`config.mk`:
```
export PLATFORM = sky130hd
export DESIGN_NAME = mem_bus_decoder
export DESIGN_NICKNAME = d
export VERILOG_FILES = /design/src/rtl/mem_bus_decoder.sv
export SDC_FILE = /design/constraint.sdc
export NUM_CORES = 1
export LEC_CHECK = 0
export BUFFER_PORTS_ARGS = -buffer_cell sky130_fd_sc_hd__buf_2
export CELL_PAD_IN_SITES_DETAIL_PLACEMENT = 1
export CELL_PAD_IN_SITES_GLOBAL_PLACEMENT = 2
export CORE_AREA = 2 2 137 139
export CTS_CLUSTER_SIZE = 12
export DETAILED_ROUTE_END_ITERATION = 10
export DIE_AREA = 0 0 139 141
export PLACE_DENSITY_LB_ADDON = 0.1
export SYNTH_ARGS = -nofsm -noshare
export SYNTH_HDL_FRONTEND = slang
export SYNTH_SLANG_ARGS = --single-unit
```
`constraint.sdc`:
```
create_clock -name clk -period 2.2 [get_ports clk]
set_clock_uncertainty 0.05 [all_clocks]
set_input_delay 0.11 -clock clk [delete_from_list [all_inputs] [get_ports clk]]
set_output_delay 0.11 -clock clk [all_outputs]
set_load 0.05 [all_outputs]
```
`src/rtl/mem_bus_decoder.sv`:
```
// rtl/mem_bus_decoder.sv - CPU bus address decoder with in-order multi-outstanding read routing; MEM_BUS_DECODER_ERR_EN enables error capture
module mem_bus_decoder #(
    parameter int NR_SLAVES       = 4,
    parameter int MAX_OUTSTANDING = 4,
    parameter logic [NR_SLAVES*32-1:0] SLAVE_BASE = {NR_SLAVES{32'h0}},
    parameter logic [NR_SLAVES*32-1:0] SLAVE_MASK = {NR_SLAVES{32'h0}}
) (
    input  logic                    clk,
    input  logic                    reset,
    input  logic                    mem_cmd_valid,
    output logic                    mem_cmd_ready,
    input  logic                    mem_cmd_wr,
    input  logic                    mem_cmd_instr,
    input  logic [31:0]             mem_cmd_addr,
    input  logic [31:0]             mem_cmd_wdata,
    input  logic [3:0]              mem_cmd_be,
    output logic                    mem_rsp_ready,
    output logic [31:0]             mem_rsp_rdata,
    output logic [NR_SLAVES-1:0]    s_cmd_valid,
    input  logic [NR_SLAVES-1:0]    s_cmd_ready,
    output logic                    s_cmd_wr,
    output logic                    s_cmd_instr,
    output logic [31:0]             s_cmd_addr,
    output logic [31:0]             s_cmd_wdata,
    output logic [3:0]              s_cmd_be,
    input  logic [NR_SLAVES-1:0]    s_rsp_ready,
    input  logic [NR_SLAVES*32-1:0] s_rsp_rdata,
    output logic                    err_valid,
    output logic [31:0]             err_addr
);

    localparam int IDXW = $clog2(NR_SLAVES + 1);
    localparam int PTRW = $clog2(MAX_OUTSTANDING);
    localparam int CNTW = PTRW + 1;
    localparam logic [IDXW-1:0] VOID_IDX = IDXW'(NR_SLAVES);
    localparam logic [CNTW-1:0] FULL_CNT = CNTW'(MAX_OUTSTANDING);

    logic [IDXW-1:0] sel;
    logic            sel_void;
    logic            sel_ready;
    logic            block;
    logic            cmd_acc;
    logic            push;
    logic            pop;

    logic [IDXW-1:0] fifo_mem [MAX_OUTSTANDING];
    logic [PTRW-1:0] wr_ptr;
    logic [PTRW-1:0] rd_ptr;
    logic [CNTW-1:0] count;
    logic [CNTW-1:0] remain;

    logic [IDXW-1:0] head;
    logic            head_void;
    logic            head_rsp;
    logic [31:0]     head_rdata;
    logic            void_rsp;
    logic            next_head_void;

    // Address decode: scan from the top so the lowest matching index wins
    always_comb begin
        sel = VOID_IDX;
        for (int i = NR_SLAVES - 1; i >= 0; i--) begin
            if ((mem_cmd_addr & SLAVE_MASK[32*i +: 32]) == SLAVE_BASE[32*i +: 32])
                sel = IDXW'(i);
        end
    end

    assign sel_void      = (sel == VOID_IDX);
    assign block         = !mem_cmd_wr && (count == FULL_CNT);
    assign mem_cmd_ready = !block && sel_ready;
    assign cmd_acc       = mem_cmd_valid && mem_cmd_ready;
    assign push          = cmd_acc && !mem_cmd_wr;

    // Per-slave command valid and the selected slave's ready (void always accepts)
    always_comb begin
        s_cmd_valid = '0;
        sel_ready   = sel_void;
        for (int i = 0; i < NR_SLAVES; i++) begin
            if (sel == IDXW'(i)) begin
                s_cmd_valid[i] = mem_cmd_valid && !block;
                sel_ready      = s_cmd_ready[i];
            end
        end
    end

    assign s_cmd_wr    = mem_cmd_wr;
    assign s_cmd_instr = mem_cmd_instr;
    assign s_cmd_addr  = mem_cmd_addr;
    assign s_cmd_wdata = mem_cmd_wdata;
    assign s_cmd_be    = mem_cmd_be;

    assign head      = fifo_mem[rd_ptr];
    assign head_void = (count != '0) && (head == VOID_IDX);

    // Response steering from the slave named by the FIFO head
    always_comb begin
        head_rsp   = 1'b0;
        head_rdata = 32'h0;
        for (int i = 0; i < NR_SLAVES; i++) begin
            if ((count != '0) && (head == IDXW'(i))) begin
                head_rsp   = s_rsp_ready[i];
                head_rdata = s_rsp_rdata[32*i +: 32];
            end
        end
    end

    assign pop           = head_void ? void_rsp : head_rsp;
    assign mem_rsp_ready = pop;
    assign mem_rsp_rdata = head_void ? 32'h0 : head_rdata;

    // Look ahead at the entry that will be at the head next cycle so a void answers on its first cycle there
    always_comb begin
        remain = count - CNTW'(pop);
        if (remain != '0)
            next_head_void = (fifo_mem[rd_ptr + PTRW'(pop)] == VOID_IDX);
        else
            next_head_void = push && sel_void;
    end

    // Read-tracking FIFO pointers, occupancy and the void responder
    always_ff @(posedge clk or posedge reset) begin
        if (reset) begin
            wr_ptr   <= '0;
            rd_ptr   <= '0;
            count    <= '0;
            void_rsp <= 1'b0;
        end else begin
            if (push)
                wr_ptr <= wr_ptr + 1'b1;
            if (pop)
                rd_ptr <= rd_ptr + 1'b1;
            count    <= count + CNTW'(push) - CNTW'(pop);
            void_rsp <= next_head_void;
        end
    end

    // FIFO storage of the responder index for each outstanding read
    always_ff @(posedge clk) begin
        if (push)
            fifo_mem[wr_ptr] <= sel;
    end

`ifdef MEM_BUS_DECODER_ERR_EN
    logic [NR_SLAVES-1:0] head_onehot;
    logic                 void_acc;
    logic                 proto_err;

    // One-hot of the slave allowed to respond right now
    always_comb begin
        head_onehot = '0;
        for (int i = 0; i < NR_SLAVES; i++) begin
            if ((count != '0) && (head == IDXW'(i)))
                head_onehot[i] = 1'b1;
        end
    end

    assign void_acc  = cmd_acc && sel_void;
    assign proto_err = |(s_rsp_ready & ~head_onehot);

    // Sticky error flag; the first error's address is kept
    always_ff @(posedge clk or posedge reset) begin
        if (reset) begin
            err_valid <= 1'b0;
            err_addr  <= 32'h0;
        end else if (!err_valid && (void_acc || proto_err)) begin
            err_valid <= 1'b1;
            err_addr  <= void_acc ? mem_cmd_addr : 32'hFFFF_FFFF;
        end
    end
`else
    assign err_valid = 1'b0;
    assign err_addr  = 32'h0;
`endif

endmodule

```
==> key figures, run 1 <==
Clock network
  • CTS tree: built
  • Root Buffer: clkbuf_16
  • Worst-path clk slew: 0.03 ns
  • Clock sinks: 3
  • Clock buffer depth: 2
  • CTS H-tree depth: 1
  • Clock Latency Late Sink: about 0.23 ns
  • Clock buffer count from CTS: 3

Job
  • # Max-Cap Violations: 0

Timing
  • Worst Slack Setup Final: 0.1383 ns
  • Min cycle time layout: 2.062 ns
  • Hold slack: about 0.17 ns
  • Max Slew Vio Count: 0
  • Final setup fails: 0
  • Max Fclk: 485.0 MHz
  • Final Cycle Share: 93.71%
  • RSZ-0062 raised after global routing: no
  • Final Hold Viols: 0

Logic synthesis
  • Seq/Total Area, Yosys: 6.012%
  • Synth cell types: 14
  • Synthesis-stage register bit count: 3
  • Syn Area/Cell: 7.661 µm²
  • Synth Warn #: 0
  • Synth Instances: 163
  • Mapped cell area: 1249 µm²

Global route
  • Top Usage Layer GRT: met2
  • M3 GR Usage: 1.630%
  • First-pass GRT wire length: 4.754 mm
  • Initial antenna violation count: 0
  • GRT met2 Usage: approximately 5.5%
  • Global route overflow: 0
  • Total Routing Usage GR: under 10%
  • Largest net degree at the start of global routing: 33
  • Grt met1 use: 3.489%
  • Vias in the first global route: 789

Die
  • Initial Utilization: 6.836%
  • Die Footprint: 19600 µm²
  • Ports: 350
  • Row count: 50
  • Floorplan die height: ~140 µm
  • Core Region: 18270 µm²
  • Die width: 139 µm

Layout
  • # diodes: 0
  • Most common cell after layout, fill and taps aside: buf_2
  • Layout Cells excl Fill: 405
  • Most flops, register: count
  • Largest register FFs: 3
  • Fin nets: 384
  • Largest regs: count x3
  • Share of cells above drive strength 1: 48.54%
  • Core Util, Final: ~7.3%
  • Area Overhead vs Synth: 7.114%
  • Fill cells: 2222
  • Most frequent cells in the layout: 73 x buf_2, 36 x conb_1, 34 x nor2b_1

Worst hold path
  • WHS Path Cells: 0
  • Hold Crit Class: in2out
  • WHS Endpoint: s_cmd_addr[26]
  • Hold_sp: mem_cmd_addr[26]

Pwr
  • Seq pwr share: under 10%
  • PwrDens: between 1000 and 1500 nW/µm²
  • Switching Share: 63.33%
  • P_leak: around 0.66 nW
  • Tot Pwr: approximately 1.7 mW
  • Part of the power in the clock network: 17.2%
  • Peak supply drop: 0.1950 mV
  • Psw: about 1.1 mW
  • Logic pwr share: between 70% and 80%
  • Pint: slightly above 0.6 mW

Worst setup path
  • Startpoint types: flip-flop
  • Worst reg-to-reg path cell count: 9
  • Worst Setup End Kind: flip-flop
  • Arrival time worst endpoint: 2.11 ns
  • Worst setup path category: reg2reg
  • Worst Path Required: ~2.3 ns
  • Worst reg-to-reg setup slack: roughly 0.14 ns
  • RR Endpoint: count[2]
  • R2R Path Start: count[2]
  • Crit-path max FO: 2

Drt
  • Vias post-DR: 787
  • DRC viols: 0
  • Routed WL: 3.523 mm
  • DR WL/cell: between 8 and 9 µm
  • Initial DRC count: 2
  • Via density per instance: 1.943
  • DRT antenna net count: 0
  • Drt pass-1 iters: 3

Place
  • Dpl hpwl: 2.990 mm
  • Cells after DPL: 400
  • GPL Wtd Cong: 0.5834
  • IO buf count: 73
  • Dpl ws: about 0.14 ns

Run status
  • Outcome: completed
-- cells in the mapped netlist (all sizes together) --
cell type	number	area (µm²)
nor2b	35	219.0
a211oi	1	7.510
dfrtp	3	75.07
xnor2	2	17.52
nand2	1	3.750
fa	1	20.02
nor3	1	16.27
nor4b	1	8.760
nor2	1	3.750
ha	2	25.02
conb	1	3.750
buf	109	829.5
inv	5	18.77
-- final cells by class --
cell class / instances / area, µm² / share of cell area, %
multi-input cells: 81 / 466.7 / 34.89
clock buffers: 4 / 78.83 / 5.893
well taps: 234 / 292.8 / 21.89
repair buffers: 78 / 405.4 / 30.31
flip-flops and latches: 3 / 75.07 / 5.613
inverters: 5 / 18.77 / 1.403
-- worst max-delay path, cell delays in order (launching register included) --
cell     delay [ns]
dfrtp_1        0.39
nor3_4         0.27
nor2b_4        0.06
ha_1           0.28
inv_1          0.06
ha_1           0.14
inv_1          0.05
fa_2           0.33
xnor2_1        0.20
xnor2_1        0.09
-- metrics by stage --
stage	cell area, µm²	setup TNS, ns
floorplan	1390	-0.06128
global placement	1249	0
detailed placement	1249	0
CTS	1338	0
global route	1338	0
finish	1338	0
-- repair_timing --
action | in CTS | in global routing
hold buffers | 1 | 0
setup buffers | 0 | 0
resized for setup | 0 | 0
hold endpoints to repair | 3 | 0
setup endpoints to repair | 0 | 0
-- cells by family after synthesis --
kind of cell,count (synthesis),share of synthesized area (%)
AO/OA/AOI/OAI,1,0.6014
XOR/XNOR,2,1.403
other,1,0.3003
adder cells (fa/ha/maj),3,3.607
flip-flops,3,6.012
AND/OR/NAND/NOR,39,20.14
buffers and inverters,114,67.94
-- power groups by stage --
stage               combinational, mW  sequential (mW)  clock [mW]
global placement                 1.34            0.119           0
finish                           1.29            0.118       0.292
floorplan                        1.38            0.134           0
detailed placement               1.32            0.119           0
global route                     1.39            0.123       0.301
CTS                              1.33            0.118       0.297
-- metal layers --
metal	vias up	wire length, µm
li1	361	-
met3	12	446
met5	-	0
met4	0	42
met2	65	1783
met1	349	1250
-- how the worst max path moves through the flow --
stage                   from  endpoint  slack [ns]  cells after the start
finish              count[2]  count[2]        0.14                      9
floorplan           count[2]  count[2]       -0.06                     10
detailed placement  count[2]  count[2]        0.14                      9
global placement    count[2]  count[2]        0.14                      9
CTS                 count[2]  count[2]        0.12                      9
global route        count[2]  count[2]        0.03                      9
No activity file was read; power rests on OpenSTA's default activity.
==> inputs of run 2 (changes only) <==
- SETUP_SLACK_MARGIN: unset -> 0.3
==> key figures, run 2 (synthesis results as in run 1) <==
Drt
  • DRT antenna net count: 0 (unchanged)
  • DR WL/cell: 8.755 µm (was 8.699 µm)
  • Via density per instance: 1.971 (was 1.943)
  • Drt pass-1 iters: 3 (unchanged)
  • Initial DRC count: 1 (was 2)
  • DRC viols: 0 (unchanged)
  • Routed WL: 3.572 mm (was 3.523 mm)
  • Vias post-DR: 804 (was 787)

Timing
  • Final Cycle Share: 89.61% (was 93.71%)
  • Final Hold Viols: 0 (unchanged)
  • Final setup fails: 0 (unchanged)
  • Min cycle time layout: 1.971 ns (was 2.062 ns)
  • Max Fclk: 507.3 MHz (was 485.0 MHz)
  • RSZ-0062 raised after global routing: yes (was no)
  • Max Slew Vio Count: 0 (unchanged)
  • Setup TNS: 0 ns (unchanged)

Global route
  • Global route overflow: 0 (unchanged)
  • Top Usage Layer GRT: met2 (unchanged)
  • Total Routing Usage GR: 3.297% (was 3.268%)
  • GRT met2 Usage: 5.548% (unchanged)
  • First-pass GRT wire length: 4.802 mm (was 4.754 mm)
  • Vias in the first global route: 790 (was 789)
  • Largest net degree at the start of global routing: 33 (unchanged)
  • Grt met1 use: 3.571% (was 3.489%)
  • M3 GR Usage: 1.630% (unchanged)
  • Initial antenna violation count: 0 (unchanged)

Clock network
  • Clock Latency Late Sink: 0.23 ns (about the same)
  • Clock buffer count from CTS: 3 (unchanged)
  • Worst-path clk slew: 0.03 ns (about the same)
  • Root Buffer: clkbuf_16 (unchanged)
  • Clock sinks: 3 (unchanged)
  • Clock buffer depth: 2 (unchanged)
  • CTS tree: built (unchanged)
  • CTS H-tree depth: 1 (unchanged)

Place
  • GPL Wtd Cong: 0.5834 (unchanged)
  • Dpl hpwl: 2.990 mm (unchanged)
  • IO buf count: 73 (unchanged)

Die
  • Core Region: 18270 µm² (unchanged)
  • Floorplan die height: 141 µm (unchanged)
  • Row count: 50 (unchanged)
  • Die Footprint: 19600 µm² (unchanged)
  • Ports: 350 (unchanged)
  • Initial Utilization: 6.836% (unchanged)
  • Die width: 139 µm (unchanged)

Layout
  • # diodes: 0 (unchanged)
  • Fin nets: 387 (was 384)
  • Most common cell after layout, fill and taps aside: buf_2 (unchanged)
  • Most frequent cells in the layout: 73 x buf_2, 36 x conb_1, 34 x nor2b_1 (unchanged)
  • Share of cells above drive strength 1: 53.45% (was 48.54%)
  • Area Overhead vs Synth: 13.13% (was 7.114%)
  • Largest regs: count x3 (unchanged)
  • Largest register FFs: 3 (unchanged)
  • Most flops, register: count (unchanged)

Worst setup path
  • Worst setup path category: reg2reg (unchanged)
  • Startpoint types: flip-flop (unchanged)
  • Worst Path Required: 2.25 ns (about the same)
  • Arrival time worst endpoint: 2.03 ns (was 2.11 ns)
  • Worst reg-to-reg path cell count: 9 (unchanged)
  • Crit-path max FO: 2 (unchanged)
  • Worst Setup End Kind: flip-flop (unchanged)

Worst hold path
  • Hold Crit Class: in2out (unchanged)
  • WHS Path Cells: 0 (unchanged)

Pwr
  • PwrDens: 1304 nW/µm² (was 1271 nW/µm²)
  • P_leak: 0.6871 nW (was 0.6646 nW)
  • Peak supply drop: 0.2080 mV (was 0.1950 mV)
  • Tot Pwr: 1.842 mW (was 1.700 mW)

Job
  • # Max-Cap Violations: 0 (unchanged)

Run status
  • Outcome: completed (unchanged)
[run 2: cell count changes in the layout (fill, tap and decap cells not counted), moves of 2 or more]
| cell | delta |
|---|---|
| ha_1 | -2 |
| ha_4 | +2 |
| inv_2 | +2 |
| inv_1 | -3 |
| buf_4 | +2 |
[run 2: area by class of cell]
type                       count  area (µm²)
clock buffer                   4       78.83
fill                        2219       16850
inverter                       5       21.27
multi-input combinational     81       504.2
sequential                     3       75.07
tap                          234       292.8
timing repair buffer          81       440.4
[run 2: routing by layer]
layer | vias to the layer above | share of wire (%) | wire, µm
met3 | 12 | 12 | 444
met5 | - | 0 | 0
met4 | 0 | 1.2 | 42
met2 | 64 | 50 | 1798
met1 | 361 | 36 | 1286
li1 | 367 | - | -
[run 2: worst max-delay path, stage by stage, from the launching register on]
cell and delay, ns:
dfrtp_1 0.40, nor3_4 0.26, nor2b_4 0.07, ha_4 0.22
inv_4 0.06, ha_4 0.12, inv_2 0.03, fa_2 0.36
xnor2_2 0.15, xnor2_1 0.12
[run 2: per-stage QoR]
| stage | utilization [%] | instance area (µm²) | hold WS [ns] | setup slack (ns) | cells |
|---|---|---|---|---|---|
| global route | 7.733 | 1413 | 0.1701 | 0.1666 | 408 |
| global placement | 6.836 | 1249 | -0.06201 | 0.1383 | 400 |
| finish | 7.733 | 1413 | 0.1700 | 0.2287 | 408 |
| detailed placement | 6.836 | 1249 | -0.07090 | 0.1418 | 400 |
| CTS | 7.603 | 1389 | 0.1703 | 0.1839 | 406 |
| floorplan | - | 1390 | -0.1864 | -0.06128 | 198 |
[run 2: repair_timing]
action                                  CTS  global route
endpoints found under the setup margin    4            17
resized for setup                        10             2
buffers inserted                          1             2
hold endpoints to repair                  3             0
pin swaps                                 5             4
hold buffers                              1             0
[run 2: power by group]
group	internal, mW	switching, mW	leakage [nW]
registers	0.0884	0.0298	0.0350
logic	0.391	1.04	0.614
clock network	0.239	0.0525	0.0382
[run 2: path summary, 6_finish.rpt]
check,start,endpoint,slack [ns]
setup reg to reg,count[2],count[2],0.23
min in group asynchronous,reset,count[0],0.26
hold / removal,mem_cmd_addr[26],s_cmd_addr[26],0.17
setup / recovery,count[2],count[2],0.23
max in group asynchronous,reset,count[1],1.71
hold reg to reg,count[2],count[2],0.68
==> inputs of run 3 (changes only) <==
- BUFFER_PORTS_ARGS: -buffer_cell sky130_fd_sc_hd__buf_2 -> -buffer_cell sky130_fd_sc_hd__clkbuf_2
==> key figures, run 3 (synthesis results as in run 1) <==
Drt
  • Drt pass-1 iters: 4 (was 3)
  • Vias post-DR: 806 (was 804)
  • DR WL/cell: 8.738 µm (was 8.755 µm)
  • DRC viols: 0 (unchanged)
  • Routed WL: 3.574 mm (was 3.572 mm)
  • Via density per instance: 1.971 (about the same)
  • Initial DRC count: 6 (was 1)
  • DRT antenna net count: 0 (unchanged)

Layout
  • Largest regs: count x3 (unchanged)
  • Most common cell after layout, fill and taps aside: clkbuf_2 (was buf_2)
  • Fin nets: 388 (was 387)
  • Share of cells above drive strength 1: 54.29% (was 53.45%)
  • Layout Cells excl Fill: 409 (was 408)
  • # diodes: 0 (unchanged)
  • Most flops, register: count (unchanged)
  • Largest register FFs: 3 (unchanged)
  • Most frequent cells in the layout: 65 x clkbuf_2, 36 x conb_1, 34 x nor2b_1 (was 73 x buf_2, 36 x conb_1, 34 x nor2b_1)
  • Core Util, Final: 7.808% (was 7.733%)
  • Area of the multi-input gates: 510.5 µm² (was 504.2 µm²)
  • Area Overhead vs Synth: 14.23% (was 13.13%)
  • Fill cells: 2237 (was 2219)
  • Register area: 75.07 µm² (unchanged)

Run status
  • Outcome: completed (unchanged)

Die
  • Initial Utilization: 6.836% (unchanged)
  • Core Region: 18270 µm² (unchanged)
  • Row count: 50 (unchanged)
  • Floorplan die height: 141 µm (unchanged)
  • Die Footprint: 19600 µm² (unchanged)
  • Die width: 139 µm (unchanged)
  • Ports: 350 (unchanged)

Worst setup path
  • R2R Path Start: count[1] (was count[2])
  • Worst reg-to-reg path cell count: 9 (unchanged)
  • Worst reg-to-reg setup slack: 0.25 ns (was 0.23 ns)
  • Crit-path max FO: 2 (unchanged)
  • Critical path startpoint: count[1] (was count[2])
  • Startpoint types: flip-flop (unchanged)
  • RR Endpoint: count[2] (unchanged)
  • Arrival time worst endpoint: 2.01 ns (was 2.03 ns)
  • Worst setup path category: reg2reg (unchanged)
  • Worst Path Required: 2.26 ns (was 2.25 ns)
  • Worst Setup End Kind: flip-flop (unchanged)

Job
  • # Max-Cap Violations: 0 (unchanged)

Timing
  • Final setup fails: 0 (unchanged)
  • Max Slew Vio Count: 0 (unchanged)
  • Final Hold Viols: 0 (unchanged)
  • Min cycle time layout: 1.954 ns (was 1.971 ns)
  • Max Fclk: 511.8 MHz (was 507.3 MHz)
  • Worst Slack Setup Final: 0.2459 ns (was 0.2287 ns)
  • Final Cycle Share: 88.82% (was 89.61%)
  • Hold slack: 0.1700 ns (about the same)
  • RSZ-0062 raised after global routing: yes (unchanged)

Global route
  • Largest net degree at the start of global routing: 33 (unchanged)
  • Initial antenna violation count: 0 (unchanged)
  • Total Routing Usage GR: 3.362% (was 3.297%)
  • Vias in the first global route: 783 (was 790)
  • First-pass GRT wire length: 4.981 mm (was 4.802 mm)
  • Global route overflow: 0 (unchanged)

Pwr
  • Tot Pwr: 1.845 mW (was 1.842 mW)
  • P_leak: 0.7038 nW (was 0.6871 nW)
  • PwrDens: 1294 nW/µm² (was 1304 nW/µm²)
  • Peak supply drop: 0.4020 mV (was 0.2080 mV)

Place
  • Dpl hpwl: 3.081 mm (was 2.990 mm)
  • Dpl ws: 0.09235 ns (was 0.1418 ns)
  • Cells after DPL: 400 (unchanged)
  • IO buf count: 73 (unchanged)
  • GPL Wtd Cong: 0.5940 (was 0.5834)

Worst hold path
  • Hold_sp: mem_cmd_addr[14] (was mem_cmd_addr[26])
  • WHS Path Cells: 0 (unchanged)
  • Hold Crit Class: in2out (unchanged)
  • WHS Endpoint: s_cmd_addr[14] (was s_cmd_addr[26])

Clock network
  • Clock Latency Late Sink: 0.22 ns (was 0.23 ns)
  • Clock buffer count from CTS: 3 (unchanged)
  • Worst-path clk slew: 0.03 ns (about the same)
  • Root Buffer: clkbuf_16 (unchanged)
  • CTS tree: built (unchanged)
  • CTS H-tree depth: 1 (unchanged)
  • Clock sinks: 3 (unchanged)
  • Clock buffer depth: 2 (unchanged)
[run 3: worst max-delay path, stage by stage (launching register included)]
cell and delay [ns]:
dfrtp_1 0.39, nor3_4 0.26, nor2b_4 0.07, ha_4 0.22
inv_4 0.05, ha_4 0.12, inv_2 0.03, fa_2 0.36
xnor2_2 0.14, xnor2_1 0.12
[run 3: area by class of cell]
cell class / count / share of cell area, %
multi-input combinational: 81 / 35.79
timing repair buffer: 82 / 31.40
tap: 234 / 20.53
clock buffer: 4 / 5.526
sequential: 3 / 5.263
inverter: 5 / 1.491
[run 3: metal layers]
metal | track usage, % | share of wire [%] | vias up | wire length [µm]
met5 | 0 | 0 | - | 0
li1 | - | - | 368 | -
met2 | 5.600 | 50 | 62 | 1791
met3 | 1.596 | 12 | 12 | 434
met1 | 3.799 | 37 | 364 | 1308
met4 | 1.116 | 1.1 | 0 | 40
[run 3: worst max path at each step]
stage	slack, ns	to	depth (start not counted)
floorplan	-0.06	count[2]	10
global placement	0.06	count[2]	9
detailed placement	0.09	count[2]	9
CTS	0.19	count[2]	9
global route	0.17	count[2]	9
finish	0.25	count[2]	9
[run 3: power breakdown]
part           internal [mW]  switching, mW  leakage (nW)
combinational          0.394           1.04         0.631
clock                  0.239         0.0517        0.0382
sequential            0.0884         0.0302        0.0350
total                  0.721           1.12         0.704
[run 3: repair_timing]
action | in CTS | in global routing
buffers inserted | 2 | 2
hold buffers | 1 | 0
pin swaps | 5 | 3
endpoints found under the setup margin | 32 | 12
gates resized for setup | 11 | 10
hold endpoints to repair | 3 | 0
gates cloned | 0 | 0
[run 3: through the flow]
stage,instance area (µm²),TNS (ns)
6_report,1426,0
5_1_grt,1426,0
4_1_cts,1400,0
3_5_place_dp,1249,0
3_3_place_gp,1249,0
2_1_floorplan,1390,-0.06128
